[src/rtl/drr_scheduler_if.sv]
// Grant handshake and per-queue head-of-line status between the packet-size
// sources, the DRR scheduler and the egress consumer.
interface drr_scheduler_if #(
   parameter int PKT_QS_CNT = 4
) ();
   localparam int ADDR_W = $clog2(PKT_QS_CNT);

   logic [PKT_QS_CNT-1:0][15:0] size_i;
   logic [PKT_QS_CNT-1:0]       size_val_i;
   logic                        pkt_ready_i;
   logic                        pkt_val_o;
   logic [ADDR_W-1:0]           pkt_addr_o;
   logic [15:0]                 pkt_size_o;

   modport slave (
      input  size_i, size_val_i, pkt_ready_i,
      output pkt_val_o, pkt_addr_o, pkt_size_o
   );

   modport master (
      output size_i, size_val_i, pkt_ready_i,
      input  pkt_val_o, pkt_addr_o, pkt_size_o
   );
endinterface

[src/rtl/drr_scheduler.sv]
// Deficit-round-robin scheduler: visits queues in order, credits one quantum
// per visit and grants head packets while they fit in the queue's deficit.
//
// state  | meaning
// SCAN   | look at queue ptr; empty queues lose their deficit and are skipped
// CREDIT | add QUANTUM to deficit[ptr], saturating
// CHECK  | grant head packet if it fits, else move on (clear if queue empty)
// SEND   | grant held on the bus until the consumer accepts it
module drr_scheduler #(
   parameter int PKT_QS_CNT = 4,
   parameter int QUANTUM    = 500,
   parameter int DEFICIT_W  = 17
) (
   input  logic                   clk_i,
   input  logic                   rst_i,
   drr_scheduler_if.slave         pkt_if,
   output logic                   busy_o
);
   localparam int PTR_W = $clog2(PKT_QS_CNT);
   localparam logic [DEFICIT_W-1:0] DEF_MAX = '1;

   typedef enum logic [1:0] {SCAN, CREDIT, CHECK, SEND} state_t;

   state_t                 state_q, state_d;
   logic [PTR_W-1:0]       ptr_q, ptr_d, ptr_nxt;
   logic [DEFICIT_W-1:0]   deficit_q [PKT_QS_CNT];
   logic [DEFICIT_W-1:0]   deficit_d [PKT_QS_CNT];
   logic                   pkt_val_q, pkt_val_d;
   logic [PTR_W-1:0]       pkt_addr_q, pkt_addr_d;
   logic [15:0]            pkt_size_q, pkt_size_d;

   logic                   head_val;
   logic [15:0]            head_size;
   logic [DEFICIT_W-1:0]   cur_def;
   logic [DEFICIT_W:0]     credit_sum;
   logic                   fits;
   logic                   xfer;

   assign head_val   = pkt_if.size_val_i[ptr_q];
   assign head_size  = pkt_if.size_i[ptr_q];
   assign cur_def    = deficit_q[ptr_q];
   assign credit_sum = {1'b0, cur_def} + (DEFICIT_W+1)'(QUANTUM);
   assign fits       = {{(DEFICIT_W-16){1'b0}}, head_size} <= cur_def;
   assign xfer       = pkt_val_q & pkt_if.pkt_ready_i;
   assign ptr_nxt    = (ptr_q == PTR_W'(PKT_QS_CNT-1)) ? '0 : ptr_q + PTR_W'(1);

   always_ff @(posedge clk_i or negedge rst_i) begin
      if (!rst_i) state_q <= SCAN;
      else        state_q <= state_d;
   end

   always_comb begin
      state_d = state_q;
      case (state_q)
         SCAN:    if (head_val) state_d = CREDIT;
         CREDIT:  state_d = CHECK;
         CHECK:   state_d = (head_val && fits) ? SEND : SCAN;
         SEND:    if (xfer) state_d = CHECK;
         default: state_d = SCAN;
      endcase
   end

   always_comb begin
      ptr_d      = ptr_q;
      deficit_d  = deficit_q;
      pkt_val_d  = pkt_val_q;
      pkt_addr_d = pkt_addr_q;
      pkt_size_d = pkt_size_q;
      case (state_q)
         SCAN: begin
            if (!head_val) begin
               deficit_d[ptr_q] = '0;
               ptr_d            = ptr_nxt;
            end
         end
         CREDIT: begin
            deficit_d[ptr_q] = credit_sum[DEFICIT_W] ? DEF_MAX : credit_sum[DEFICIT_W-1:0];
         end
         CHECK: begin
            if (!head_val) begin
               deficit_d[ptr_q] = '0;
               ptr_d            = ptr_nxt;
            end else if (fits) begin
               pkt_val_d  = 1'b1;
               pkt_addr_d = ptr_q;
               pkt_size_d = head_size;
            end else begin
               ptr_d = ptr_nxt;
            end
         end
         SEND: begin
            // Cannot underflow: the grant was only issued with size <= deficit.
            if (xfer) begin
               pkt_val_d        = 1'b0;
               deficit_d[ptr_q] = cur_def - {{(DEFICIT_W-16){1'b0}}, pkt_size_q};
            end
         end
         default: ;
      endcase
   end

   always_ff @(posedge clk_i or negedge rst_i) begin
      if (!rst_i) begin
         ptr_q      <= '0;
         pkt_val_q  <= 1'b0;
         pkt_addr_q <= '0;
         pkt_size_q <= '0;
         for (int i = 0; i < PKT_QS_CNT; i++) deficit_q[i] <= '0;
      end else begin
         ptr_q      <= ptr_d;
         pkt_val_q  <= pkt_val_d;
         pkt_addr_q <= pkt_addr_d;
         pkt_size_q <= pkt_size_d;
         deficit_q  <= deficit_d;
      end
   end

   assign pkt_if.pkt_val_o  = pkt_val_q;
   assign pkt_if.pkt_addr_o = pkt_addr_q;
   assign pkt_if.pkt_size_o = pkt_size_q;
   assign busy_o            = (state_q != SCAN);
endmodule

[src/flat_wrapper.sv]
// flat-port wrapper written by rule: the top's interface ports become plain ports
module drr_scheduler_flat 
#(
   parameter int PKT_QS_CNT = 4,
   parameter int QUANTUM    = 500,
   parameter int DEFICIT_W  = 17
)
  (clk_i, rst_i, busy_o, pkt_if_size_i, pkt_if_size_val_i, pkt_if_pkt_ready_i, pkt_if_pkt_val_o, pkt_if_pkt_addr_o, pkt_if_pkt_size_o);
  drr_scheduler_if #(.PKT_QS_CNT(PKT_QS_CNT)) pkt_if_i ();
  input  logic clk_i;
  input  logic rst_i;
  output logic busy_o;
  input wire logic [$bits(pkt_if_i.size_i)-1:0] pkt_if_size_i;
  input wire logic [$bits(pkt_if_i.size_val_i)-1:0] pkt_if_size_val_i;
  input wire logic [$bits(pkt_if_i.pkt_ready_i)-1:0] pkt_if_pkt_ready_i;
  output wire logic [$bits(pkt_if_i.pkt_val_o)-1:0] pkt_if_pkt_val_o;
  output wire logic [$bits(pkt_if_i.pkt_addr_o)-1:0] pkt_if_pkt_addr_o;
  output wire logic [$bits(pkt_if_i.pkt_size_o)-1:0] pkt_if_pkt_size_o;
  assign pkt_if_i.size_i = pkt_if_size_i;
  assign pkt_if_i.size_val_i = pkt_if_size_val_i;
  assign pkt_if_i.pkt_ready_i = pkt_if_pkt_ready_i;
  assign pkt_if_pkt_val_o = pkt_if_i.pkt_val_o;
  assign pkt_if_pkt_addr_o = pkt_if_i.pkt_addr_o;
  assign pkt_if_pkt_size_o = pkt_if_i.pkt_size_o;
  drr_scheduler #(.PKT_QS_CNT(PKT_QS_CNT), .QUANTUM(QUANTUM), .DEFICIT_W(DEFICIT_W)) u_core (.clk_i(clk_i), .rst_i(rst_i), .pkt_if(pkt_if_i), .busy_o(busy_o));
endmodule
[config.mk]
export PLATFORM = sky130hd
export DESIGN_NAME = drr_scheduler_flat
export DESIGN_NICKNAME = d
export VERILOG_FILES = /design/src/rtl/drr_scheduler_if.sv /design/src/rtl/drr_scheduler.sv /design/src/flat_wrapper.sv
export SDC_FILE = /design/constraint.sdc
export NUM_CORES = 1
export LEC_CHECK = 0
export BUFFER_PORTS_ARGS = -buffer_cell sky130_fd_sc_hd__buf_2
export CORE_MARGIN = 2
export CORE_UTILIZATION = 45
export DETAILED_ROUTE_END_ITERATION = 8
export GPL_TIMING_DRIVEN = 0
export PLACE_DENSITY_LB_ADDON = 0.3
export SYNTH_ARGS = -nofsm -noshare
export SYNTH_HDL_FRONTEND = slang
export SYNTH_SLANG_ARGS = --single-unit
[constraint.sdc]
create_clock -name clk_i -period 4.2 [get_ports clk_i]
set_clock_uncertainty 0.2 [all_clocks]
set_input_delay 0.21 -clock clk_i [delete_from_list [all_inputs] [get_ports clk_i]]
set_output_delay 0.21 -clock clk_i [all_outputs]
set_load 0.01 [all_outputs]
==> impl_metrics.toml <==
[critical_path]
crit-reg2reg-launch = "u_core.ptr_q[0]"
critPathRequiredTime_ns = 4.24
worstPathMaxFanout = 10
critical_path_depth = 14
reg2reg_depth = 14
end_kind = "flop"
worstPathCellList = "buf_12 > buf_12 > buf_8 > mux4_2 > ha_1 > a21oi_1 > nor2b_1 > o21ai_0 > a211oi_1 > o31a_1 > nor4b_4 > buf_4 > buf_4 > mux2_2"
critPathBufInv = 5
startpoint_type = "flop"
arrival_ns = 4.07
timing.critical_path.max_delay_family = "buffers and inverters"
timing.critical_path.slowest_stage_cell = "mux4_2"
worst_path_largest_cell_delay_ns = 0.53
critPathKind = "flop to flop"
timing.critical_path.from = "u_core.ptr_q[0]"

[global_routing]
antenna_found_initial = 0
grt_pass1_vias = 6075
gr-usage-met1_pct = 36.00
grt_busiest_layer = "met2"
globalRouteMet3Util_pct = 4.441
grt.met2_usage_pct = 49.11
grt_overflow_total = 0
first_pass_grt_wire_length_mm = 32.83
grt_start_max_net_pins = 73
grt_util_all_layers_pct = 28.96

[clocking]
clock-root-buffer = "clkbuf_16"
worst_skew_late_latency_ns = 0.36
tritoncts_clock_tree = "done"
cts_max_level = 3
clock_slew_at_the_register_clock_pins_of_the_worst_setup_and_hold_paths_ns = 0.07
cts.sink_count = 91
cts_made_buffers = 9
clk_buf_depth = 2

[logic_synthesis]
synth_nets = 788
yosys.area.top_type = "dfrtp_1"
number_of_synthesized_register_bits = 91
mappedNetlistArea_mm2 = 0.006475
synthesized_area_divided_by_synthesized_cell_count_um2 = 9.536
synth-edff-count = 0
ys_types = 63
netlist_top_cells_area = "dfrtp_1, mux4_2, ha_1"
postSynth.topFlopCell = "dfrtp_1"
synth_cells = 679
fraction_of_post_synthesis_cell_area_in_the_top_cell_type_by_area_pct = 35.17
synth_async_sr_flop_share_pct = 100.0
synth.yosys.warnings = 0
synth.yosys.seq_area_share_pct = 35.17

[route]
dr.pass1.iters = 5
drt_drc_violations_left = 0
wirelength_mm = 21.24
post_drt_wl_per_cell_um = 21.83
drtAntennaViolNets = 0
first_iter_violations = 539
vias = 6018
vias_per_cell = 6.185

[die]
boundaryPins = 91
placementRows = 43
die_h_um = 124.0
die_width_um = 124.0
initial_utilization_pct = 46.29
coreArea_mm2 = 0.01399
total_die_area_mm2 = 0.01536

[layout]
post-route-util_pct = 54.63
nNetsFinal = 897
final_layout_size_suffix_gt1_share_pct = 23.83
area_growth_syn_to_layout_pct = 18.03
num-fill-cells = 1277
antenna-diode-count = 0
final_design_area_no_fill_mm2 = 0.007642

[sta]
finalMaxSlewViolations = 0
rsz0062_at_grt = "false"
max_freq_ghz = 0.2483
worst_hold_slack_ns = 0.07874
finalSetupTns_ns = 0
finalWorstPathRequiredPeriod_ns = 4.028
slew-limit-headroom_pct = 51.85
ratio_of_final_minimum_period_to_clock_period_pct = 95.91
timing.final.hold_violations = 0
final-setup-viol-count = 0
worst_slew_pin_slew_ns = 0.7168

[placed_design]
post-dp-hpwl_mm = 16.37
globalplace.congestion = 0.9477
placed_cell_areas_mm2 = 0.007192
numPortBuffers = 90

[status]
result_of_the_run = "completed"

[min_path]
hold_path.class = "input pin to async pin"

[flow_run]
timing.max_cap.violations = 0
## cells by family (layout without fill, tap and decap cells)
kind of cell / after synthesis / count (layout) / synth area share (%)
AO/OA/AOI/OAI: 179 / 179 / 18.73
multiplexers: 63 / 63 / 16.99
AND/OR/NAND/NOR: 225 / 225 / 15.59
XOR/XNOR: 11 / 11 / 1.488
adder cells (fa/ha/maj): 38 / 38 / 7.459
flip-flops: 91 / 91 / 35.17
buffers and inverters: 72 / 186 / 4.579
## worst paths after layout
check                                          endpoint  slack, ns
setup / recovery           u_core.pkt_if.pkt_size_o[13]       0.17
hold / removal              u_core.pkt_if.pkt_size_o[3]       0.08
setup reg to reg           u_core.pkt_if.pkt_size_o[13]       0.17
hold reg to reg                                    flop       0.28
max in group asynchronous               u_core.ptr_q[0]       3.03
min in group clk_i          u_core.pkt_if.pkt_size_o[1]       0.13
## per-stage QoR
stage	setup WS [ns]	std cells
5_1_grt	0.01803	973
6_report	0.1720	973
3_3_place_gp	-1.082	949
4_1_cts	0.02274	972
3_5_place_dp	-1.107	950
2_1_floorplan	0.003024	679
## cell usage in the layout, fill, tap and decap left out, drive strengths merged, types with 7 or more instances in the layout
cell type,count
a21o,12
dfrtp,91
mux4,34
ha,37
nand2,105
inv,41
a211oi,11
nor2,63
mux2,23
o21ai,51
o21a,8
nor3,10
a21oi,33
nand3,9
xnor2,7
clkbuf,33
o221ai,21
buf,106
## cell type report
| class | instances | area [um2] | share of cell area, % |
|---|---|---|---|
| Buffer | 34 | 227.7 | 2.980 |
| Multi-Input combinational cell | 516 | 3925 | 51.36 |
| Inverter | 38 | 142.6 | 1.866 |
| Timing Repair Buffer | 98 | 538.0 | 7.040 |
| Sequential cell | 91 | 2278 | 29.81 |
| Tap cell | 180 | 225.2 | 2.947 |
| Clock inverter | 7 | 80.08 | 1.048 |
| Clock buffer | 9 | 225.2 | 2.947 |
## cell usage after synthesis, types with 5 or more instances
cell / count
a21o_1: 12
o21a_1: 8
inv_1: 37
mux4_2: 30
nor2_1: 61
nor3_1: 10
mux2_2: 22
clkbuf_1: 24
xnor2_1: 7
and3_1: 6
ha_1: 37
a211oi_1: 10
a31oi_1: 6
o221ai_1: 21
a21oi_1: 32
nand4_1: 6
o31ai_1: 5
dfrtp_1: 91
o21ai_0: 48
nand2_1: 104
nor2b_1: 6
o211ai_1: 6
and2_1: 6
mux2i_1: 6
nand3_1: 9
## metal layers
metal	vias to the layer above	share of wire [%]
met5	-	0
met1	2964	41
met3	49	6.7
li1	2726	-
met4	0	3.8
met2	279	48
## timing repair
item | CTS | global route
setup endpoints to repair | 34 | 21
hold buffers | 2 | 0
endpoints found under the hold margin | 92 | 0
gates resized for setup | 19 | 7
pin swaps | 2 | 0
buffers inserted | 4 | 1
Power is not shown: default switching activity piles up to over one toggle a cycle in this logic, so the estimate is an artifact.
